## config.mk

```make
export PLATFORM = sky130hd
export DESIGN_NAME = vga_timing_gen
export DESIGN_NICKNAME = d
export VERILOG_FILES = /design/src/rtl/vga_timing_gen.sv
export SDC_FILE = /design/constraint.sdc
export NUM_CORES = 1
export LEC_CHECK = 0
export ABC_AREA = 0
export BUFFER_PORTS_ARGS = -buffer_cell sky130_fd_sc_hd__buf_2
export CAP_MARGIN = 15
export CORE_UTILIZATION = 45
export CTS_CLUSTER_DIAMETER = 200
export DETAILED_ROUTE_END_ITERATION = 10
export GPL_TIMING_DRIVEN = 0
export PLACE_DENSITY_LB_ADDON = 0.12
export SLEW_MARGIN = 15
export SYNTH_ARGS = -nofsm -noshare
export SYNTH_HDL_FRONTEND = slang
export SYNTH_SLANG_ARGS = --single-unit
```

## constraint.sdc

```tcl
create_clock -name vga_clk -period 3.19 [get_ports vga_clk]
set_input_delay 0.1595 -clock vga_clk [delete_from_list [all_inputs] [get_ports vga_clk]]
set_output_delay 0.1595 -clock vga_clk [all_outputs]
set_load 0.02 [all_outputs]
```

## src/rtl/vga_timing_gen.sv

```systemverilog
// ============================================================================
// Module   : vga_timing_gen
// Desc     : VGA raster timing: DrawX/DrawY counters, hs/vs/blank decode,
//            line/frame start pulses. Optional macro VGA_FRAME_COUNT_EN adds
//            a 16-bit frame counter output.
// Revision : 1.0
// ============================================================================
`default_nettype none

module vga_timing_gen #(
  parameter int H_VISIBLE = 640,
  parameter int H_FRONT   = 16,
  parameter int H_SYNC    = 96,
  parameter int H_BACK    = 48,
  parameter int V_VISIBLE = 480,
  parameter int V_FRONT   = 10,
  parameter int V_SYNC    = 2,
  parameter int V_BACK    = 33
) (
  input  logic       vga_clk,
  input  logic       reset_n,
  input  logic       pix_ce,
  output logic [9:0] DrawX,
  output logic [9:0] DrawY,
  output logic       hs,
  output logic       vs,
  output logic       blank,
  output logic       sync,
  output logic       line_start,
  output logic       frame_start
`ifdef VGA_FRAME_COUNT_EN
  ,
  output logic [15:0] frame_count
`endif
);

  localparam int H_TOTAL = H_VISIBLE + H_FRONT + H_SYNC + H_BACK;
  localparam int V_TOTAL = V_VISIBLE + V_FRONT + V_SYNC + V_BACK;

  generate
    if ((H_TOTAL > 1024) || (V_TOTAL > 1024)) begin : g_total_check
      $error("vga_timing_gen: H_TOTAL or V_TOTAL exceeds 1024");
    end
  endgenerate

  localparam logic [9:0]  C_H_LAST   = 10'(H_TOTAL - 1);
  localparam logic [9:0]  C_V_LAST   = 10'(V_TOTAL - 1);
  // 11-bit bounds so an end value of exactly 1024 still compares correctly
  localparam logic [10:0] C_H_VIS    = 11'(H_VISIBLE);
  localparam logic [10:0] C_V_VIS    = 11'(V_VISIBLE);
  localparam logic [10:0] C_HS_START = 11'(H_VISIBLE + H_FRONT);
  localparam logic [10:0] C_HS_END   = 11'(H_VISIBLE + H_FRONT + H_SYNC);
  localparam logic [10:0] C_VS_START = 11'(V_VISIBLE + V_FRONT);
  localparam logic [10:0] C_VS_END   = 11'(V_VISIBLE + V_FRONT + V_SYNC);

  logic [9:0] hc_q, hc_d;
  logic [9:0] vc_q, vc_d;
  logic       hs_q, hs_d;
  logic       vs_q, vs_d;
  logic       blank_q, blank_d;
  logic       line_start_q, line_start_d;
  logic       frame_start_q, frame_start_d;
  logic [10:0] hx_ext;
  logic [10:0] vy_ext;

  always_comb begin
    hc_d          = hc_q;
    vc_d          = vc_q;
    hs_d          = hs_q;
    vs_d          = vs_q;
    blank_d       = blank_q;
    line_start_d  = 1'b0;
    frame_start_d = 1'b0;
    hx_ext        = 11'd0;
    vy_ext        = 11'd0;
    if (pix_ce) begin
      if (hc_q == C_H_LAST) begin
        hc_d = 10'd0;
        vc_d = (vc_q == C_V_LAST) ? 10'd0 : vc_q + 10'd1;
      end else begin
        hc_d = hc_q + 10'd1;
      end
      // Decode from next-state counters so strobes line up with DrawX/DrawY
      hx_ext        = {1'b0, hc_d};
      vy_ext        = {1'b0, vc_d};
      hs_d          = !((hx_ext >= C_HS_START) && (hx_ext < C_HS_END));
      vs_d          = !((vy_ext >= C_VS_START) && (vy_ext < C_VS_END));
      blank_d       = (hx_ext < C_H_VIS) && (vy_ext < C_V_VIS);
      line_start_d  = (hc_d == 10'd0);
      frame_start_d = (hc_d == 10'd0) && (vc_d == 10'd0);
    end
  end

  always_ff @(posedge vga_clk or negedge reset_n) begin
    if (!reset_n) begin
      hc_q          <= 10'd0;
      vc_q          <= 10'd0;
      hs_q          <= 1'b1;
      vs_q          <= 1'b1;
      blank_q       <= 1'b0;
      line_start_q  <= 1'b0;
      frame_start_q <= 1'b0;
    end else begin
      hc_q          <= hc_d;
      vc_q          <= vc_d;
      hs_q          <= hs_d;
      vs_q          <= vs_d;
      blank_q       <= blank_d;
      line_start_q  <= line_start_d;
      frame_start_q <= frame_start_d;
    end
  end

  assign DrawX       = hc_q;
  assign DrawY       = vc_q;
  assign hs          = hs_q;
  assign vs          = vs_q;
  assign blank       = blank_q;
  assign sync        = 1'b0;
  assign line_start  = line_start_q;
  assign frame_start = frame_start_q;

`ifdef VGA_FRAME_COUNT_EN
  logic [15:0] frame_count_q, frame_count_d;

  always_comb begin
    frame_count_d = frame_count_q;
    if (pix_ce && (hc_q == C_H_LAST) && (vc_q == C_V_LAST)) begin
      frame_count_d = frame_count_q + 16'd1;
    end
  end

  always_ff @(posedge vga_clk or negedge reset_n) begin
    if (!reset_n) begin
      frame_count_q <= 16'd0;
    end else begin
      frame_count_q <= frame_count_d;
    end
  end

  assign frame_count = frame_count_q;
`endif

endmodule

`default_nettype wire

```

==> results of run 1 <==
through the flow:
| step | hold slack [ns] | util | total power, mW | setup WS, ns |
|---|---|---|---|---|
| 6_report | 0.252 | 0.547 | 1.27 | 0.598 |
| 5_1_grt | 0.259 | 0.547 | 1.38 | 0.391 |
| 4_1_cts | 0.248 | 0.547 | 1.28 | 0.614 |
| 3_5_place_dp | 0.190 | 0.532 | 1.09 | 0.625 |
| 3_3_place_gp | 0.195 | 0.532 | 1.08 | 0.617 |
| 2_1_floorplan | -0.136 | - | 0.925 | 0.868 |
metal layers:
metal	up-vias	wire [um]
li1	807	-
met1	759	1900
met2	23	1900
met3	6	101
met4	0	57
met5	-	0
sequential cells by signal, indices dropped and copies added, names as in the netlist:
register,flops
DrawX,10
DrawY,10
blank,1
frame_start,1
hs,1
line_start,1
vs,1
worst reg2reg max path, cell delays in order (launching register included):
cell	delay, ns
dfrtp_1	0.48
inv_1	0.11
ha_1	0.17
or3b_4	0.39
nor4_4	0.34
o21ba_1	0.20
o21ai_0	0.26
o2111ai_1	0.24
a2111oi_4	0.30
how the worst max path moves through the flow:
stage / startpoint / endpoint / cells past startpoint
floorplan: DrawY[0] / frame_start / 8
finish: DrawY[0] / frame_start / 8
detailed placement: DrawY[0] / frame_start / 8
global route: DrawY[0] / frame_start / 8
CTS: DrawY[0] / frame_start / 8
global placement: DrawY[1] / frame_start / 8
cells by family (layout without fill, tap and decap cells):
family	after synthesis	in the layout
AOI/OAI and AO/OA	48	48
and+or+nand+nor	88	88
muxes	4	4
xor gates and xnor gates	16	16
adders and majority gates	4	4
other	1	1
DFF	25	25
buffers and inverters	21	53
Yosys cell counts, types with 4 or more instances:
library cell  number
nand2_1           20
o31ai_1            4
clkbuf_1           6
a21oi_1            8
nand3_1           14
nand4_1            4
and3_1             6
inv_1              7
nor2_1            16
xnor2_1           12
ha_1               4
dfrtp_1           23
o21ai_0           12
xor2_1             4
buf_2              7
area by class of cell:
class	instances	area, sq um
fillers	395	1700
multi-input cells	161	1080
flip-flops and latches	25	628
repair buffers	28	145
plain buffers	14	65.1
well taps	48	60.1
clock buffers	4	45.0
inverters	7	26.3
power breakdown:
part | switching (mW) | total [mW] | internal (mW) | leakage [nW]
clock | 0.100 | 0.189 | 0.0893 | 0.0228
combinational | 0.341 | 0.596 | 0.255 | 0.550
sequential | 0.106 | 0.487 | 0.381 | 0.309
total | 0.547 | 1.27 | 0.725 | 0.881
==> impl_metrics.tcl, run 1 <==
set metrics [dict create \
    run_status "finished, final reports clean" \
    groute.layer.met1.usage 0.267 \
    critical_path_class "register to register" \
    grt_pass1_wl_um 6740 \
    initial_utilization 0.480 \
    critPathMaxFanout 9 \
    postRouteAntennaNets 0 \
    post_synthesis_compound_gate_area_fraction 0.186 \
    busiest_grt_layer "met2" \
    p_leak_nw 0.881 \
    yosys.area_share.adder 0.0278 \
    fp.coreArea_sq_um 3740 \
    synth.area.top_cells "dfrtp_1 32%, xnor2_1 5.8%, nand2_1 4.2%" \
    finalCritPeriodShare 0.813 \
    grtUsageMet2 0.352 \
    min_from "pix_ce" \
    clk_root_buffer_cell "clkbuf_8" \
    synth_cells 207 \
    grt.overflow.total 0 \
    cp.buffers_inverters 1 \
    clkTransAtPathRegs_ns 0.09 \
    sequential_area_share_after_synthesis 0.349 \
    start_kind "register" \
    final_design_area_no_fill_sq_um 2050 \
    worst_setup_path_end_kind "register" \
    ratio_of_routed_vias_to_standard_cells 5.56 \
    synth_fp_nets 214 \
    syn-cell-area_sq_um 1800 \
    timing.max_slew.rel_slack 0.625 \
    1st_pass_router_iterations 4 \
    postSynthAreaPerCell_sq_um 8.69 \
    power.ir.vdd_worst_uv 361 \
    number_of_flops_mapped_to_enable_cells_by_yosys 0 \
    grtUsageTotal 0.206 \
    placed_cell_count 282 \
    cap_viol_max_count 0 \
    n_antenna_cell 0 \
    path_cells "inv_1 > ha_1 > or3b_4 > nor4_4 > o21ba_1 > o21ai_0 > o2111ai_1 > a2111oi_4" \
    die_height_um 65.2 \
    placement_rows 22 \
    route.final.wire_length_um 3950 \
    async_flop_share 1.00 \
    post_dp_cell_area_sq_um 1990 \
    post_cts_resize_count 0 \
    number_of_distinct_library_cells_after_synthesis 54 \
    wl_per_cell_um 13.8 \
    die_x_um 65.2 \
    yosys.area.top_type "dfrtp_1" \
    maxClockFrequency_mhz 386 \
    final_max_slew_viol_count 0 \
    numClockSinks 25 \
    fin_crit_ns 2.59 \
    share_of_the_synthesized_area_in_the_top_cell_type 0.320 \
    timing.critical_path.required_ns 3.36 \
    buffer_ports.inserted 27 \
    worst-endpoint-arrival_ns 2.76 \
    worst_r2r_path_depth 8 \
    clock_tree_from_tritoncts "yes" \
    power-per-cell-area_nw_per_um2 621 \
    fin_cells 287 \
    final-setup-viol-count 0 \
    detailedRoute.firstIterationViolations 95 \
    cts_buffers 3 \
    slew_at_the_pin_with_the_worst_max_slew_slack_ns 0.562 \
    rr_startpoint "DrawY[0]" \
    cpPeakStageDelay_ns 0.48 \
    hold_path_class "input pin to register" \
    r2r-end "frame_start" \
    tns_setup_ns 0 \
    antenna_found_initial 0 \
    mux_contribution_to_synthesized_area 0.0230 \
    cts.path.max_buffers 2 \
    h-tree-depth 1 \
    cts_hold_buffers 1 \
    cp_slowest_cell "dfrtp_1" \
    final_cell_mix "34 x buf_2, 23 x dfrtp_1, 20 x nand2_1" \
    first_global_vias 1447 \
    drc 0 \
    worst_hold_path.endpoint "DrawX[8]" \
    post_cts_buffers 0 \
    global_route.usage.met3 0.0278 \
    synth_xor_area_frac 0.0779 \
    synth_ff_type "dfrtp_1" \
    grt_max_degree 26 \
    dp.final_hpwl_um 2940 \
    postSynthRegisterBits 25 \
    clock_latency_ns 0.27 \
    yosys_warnings 0 \
    finClkSkew_ns 0.00439 \
    boundaryPins 29 \
    yosys.area_share.simple 0.283 \
    cp_top_family "compound AO/OA/AOI/OAI gates" \
    layout.nets 247 \
    grt_setup_unrepaired "false" \
    leading_cell_type_in_the_layout_fill_and_taps_excluded "buf_2" \
    finalHoldViolations 0 \
    place_congestion 0.849 \
    dominant_combinational_cell_family_by_area_after_synthesis "simple AND/OR/NAND/NOR gates" \
    holdPathStages 3 \
    detailroute.via_count 1595 \
    reg2reg_setup_slack_ns 0.60 \
    post_route_cells_drive_above_1_share 0.209 \
    design.die.area_sq_um 4250 \
    synthToLayoutAreaGrowth_pct 13.9 \
]
(Power assumes the default switching activity.)
==> inputs of run 2 (changes only) <==
Settings changed: ABC_AREA 0 to 1.
Clock period 3.19 ns to 2.1 ns, I/O delays scaled along.
==> run 2 against run 1 <==
Sequential share of layout area rose by 1.3 points. Cell count rose by 16%. Die area fell by 5.2%. Count of clock-buffer cells in the layout fell by 1. Sequential power rose by 52%. Hold slack got worse by 0.058 ns. Synthesized cell count rose by 22%. Critical path depth rose by 5. First-iteration DRC count rose by 20%. Largest power group is now sequential cells.
==> impl_metrics.tcl, run 2 <==
set metrics [dict create \
    tns_setup_ns 0 \
    power-per-cell-area_nw_per_um2 875 \
    synth.area.top_cells "dfrtp_1 34%, nand2_1 19%, nor2_1 7.7%" \
    finalCritPeriodShare 0.902 \
    synthToLayoutAreaGrowth_pct 16.0 \
    worst_r2r_path_depth 13 \
    dpl_worst_slack_ns 0.149 \
    drc 0 \
    cp.buffers_inverters 2 \
    postSynthAreaPerCell_sq_um 6.73 \
    critical_path_class "register to register" \
    h-tree-depth 1 \
    final_design_area_no_fill_sq_um 1970 \
    place_congestion 0.868 \
    post_dp_cell_area_sq_um 1890 \
    placed_cell_count 326 \
    buffer_ports.inserted 27 \
    maxClockFrequency_mhz 528 \
    fp.coreArea_sq_um 3470 \
    synth_ff_type "dfrtp_1" \
    grtUsageTotal 0.221 \
    postRouteAntennaNets 0 \
    layout.nets 295 \
    synth_most_common_cell "nand2_1" \
    start_kind "register" \
    wl_per_cell_um 12.4 \
    cap_viol_max_count 0 \
    grt_pass1_wl_um 6920 \
    timing.max_slew.rel_slack 0.615 \
    crit_start "DrawX[0]" \
    clk_root_buffer_cell "clkbuf_8" \
    synth.cells.most_frequent "86 x nand2_1, 35 x nor2_1, 27 x inv_1" \
    rr_startpoint "DrawX[0]" \
    antenna_found_initial 0 \
    final-setup-viol-count 0 \
    post_route_cells_drive_above_1_share 0.195 \
    numClockSinks 25 \
    fin_hold_ws_ns 0.194 \
    finalHoldViolations 0 \
    clock_tree_from_tritoncts "yes" \
    run_status "finished, final reports clean" \
    worst_setup_path_end_kind "register" \
    timing.critical_path.required_ns 2.31 \
    fin_crit_ns 1.89 \
    r2r-end "vs" \
    crit_top_cell "nand2_1" \
    sequential_area_share_after_synthesis 0.369 \
    postSynthRegisterBits 25 \
    final_max_slew_viol_count 0 \
    postLayoutSetupSlackWorst_ns 0.205 \
    cp_top_family "simple AND/OR/NAND/NOR gates" \
    slew_at_the_pin_with_the_worst_max_slew_slack_ns 0.578 \
    reg2reg_setup_slack_ns 0.21 \
    synth_cells 253 \
    detailedRoute.firstIterationViolations 114 \
    power.ir.vdd_worst_uv 630 \
    first_global_vias 1451 \
    placement_rows 21 \
    cts_buffers 3 \
    cts.path.max_buffers 2 \
    dp.final_hpwl_um 3060 \
    holdPathStages 3 \
    die_height_um 63.5 \
    fin_util 0.569 \
    critPathMaxFanout 7 \
    clock_latency_ns 0.27 \
    min_from "pix_ce" \
    share_of_the_synthesized_area_in_the_top_cell_type 0.338 \
    worst_hold_path.endpoint "DrawY[2]" \
    clkTransAtPathRegs_ns 0.09 \
    detailroute.via_count 1666 \
    cp_slowest_cell "dfrtp_2" \
    number_of_flops_mapped_to_enable_cells_by_yosys 0 \
    initial_utilization 0.491 \
    1st_pass_router_iterations 4 \
    yosys_warnings 0 \
    path_cells "ha_1 > nand2_1 > inv_2 > nand3_2 > nor2_8 > buf_4 > nand3_1 > nand2_1 > nand2_1 > and2_1 > nand2_1 > nor2_1 > nor2_1" \
    grt.overflow.total 0 \
    route.final.wire_length_um 4130 \
    worst-endpoint-arrival_ns 2.11 \
    synth_fp_nets 260 \
    die_x_um 63.5 \
    syn-cell-area_sq_um 1700 \
    fin_cells 333 \
    grt_max_degree 26 \
    leading_cell_type_in_the_layout_fill_and_taps_excluded "nand2_1" \
    number_of_distinct_library_cells_after_synthesis 28 \
    final_cell_mix "86 x nand2_1, 35 x nor2_1, 28 x buf_2" \
    cpPeakStageDelay_ns 0.42 \
    finClkSkew_ns 0.00334 \
    async_flop_share 1.00 \
    design.die.area_sq_um 4030 \
    boundaryPins 29 \
    n_antenna_cell 0 \
    yosys.area.top_type "dfrtp_1" \
    ratio_of_routed_vias_to_standard_cells 5.00 \
    grt_setup_unrepaired "false" \
    p_total_mw 1.73 \
    hold_path_class "input pin to register" \
    p_leak_nw 1.06 \
]
==> run 2: repair_timing <==
item | in CTS | in global routing
setup buffers | 0 | 2
hold buffers | 1 | 0
gates resized for setup | 0 | 4
endpoints found under the setup margin | 0 | 3
endpoints found under the hold margin | 23 | 0
==> run 2: final cells by class <==
type                       count  area, sq um
tap                           46         57.6
fill                         368         1500
sequential                    25          631
inverter                      29          109
buffer                         6         38.8
timing repair buffer          30          160
clock inverter                 1         5.00
multi-input combinational    193          931
clock buffer                   3         41.3
==> run 2: kinds of logic (layout without fill, tap and decap cells) <==
family          Yosys count  count (layout)  synth area share
simple gates            161             161             0.426
other cells               1               1           0.00220
buf+inv                  35              69            0.0868
fa+ha+maj                 4               4            0.0294
compound gates           26              26            0.0816
flops                    25              25             0.369
xor+xnor                  1               1           0.00515
==> run 2: tightest hold or removal path, stage by stage <==
cell and delay, ns:
buf_2 0.11, inv_1 0.11, o21ai_0 0.10
==> run 2: layer usage <==
layer | global-route usage | routed length (um) | part of all wire
met1 | 0.310 | 2020 | 0.49
met2 | 0.358 | 1880 | 0.46
met3 | 0.0399 | 198 | 0.048
met4 | 0.0369 | 28 | 0.0068
met5 | 0 | 0 | 0
==> run 2: power breakdown <==
group / internal (mW) / switching [mW] / leakage, nW
Clock: 0.133 / 0.153 / 0.0255
Combinational: 0.247 / 0.453 / 0.715
Sequential: 0.582 / 0.159 / 0.315
Total: 0.962 / 0.765 / 1.06
==> run 2: worst max-delay path by stage <==
| stage | endpoint | slack, ns | cells after the start |
|---|---|---|---|
| after global placement | frame_start | 0.18 | 13 |
| after global routing | frame_start | 0.009 | 13 |
| after detailed placement | vs | 0.15 | 13 |
| after CTS | vs | 0.13 | 13 |
| final | vs | 0.21 | 13 |
| after floorplan | blank | 0.30 | 13 |
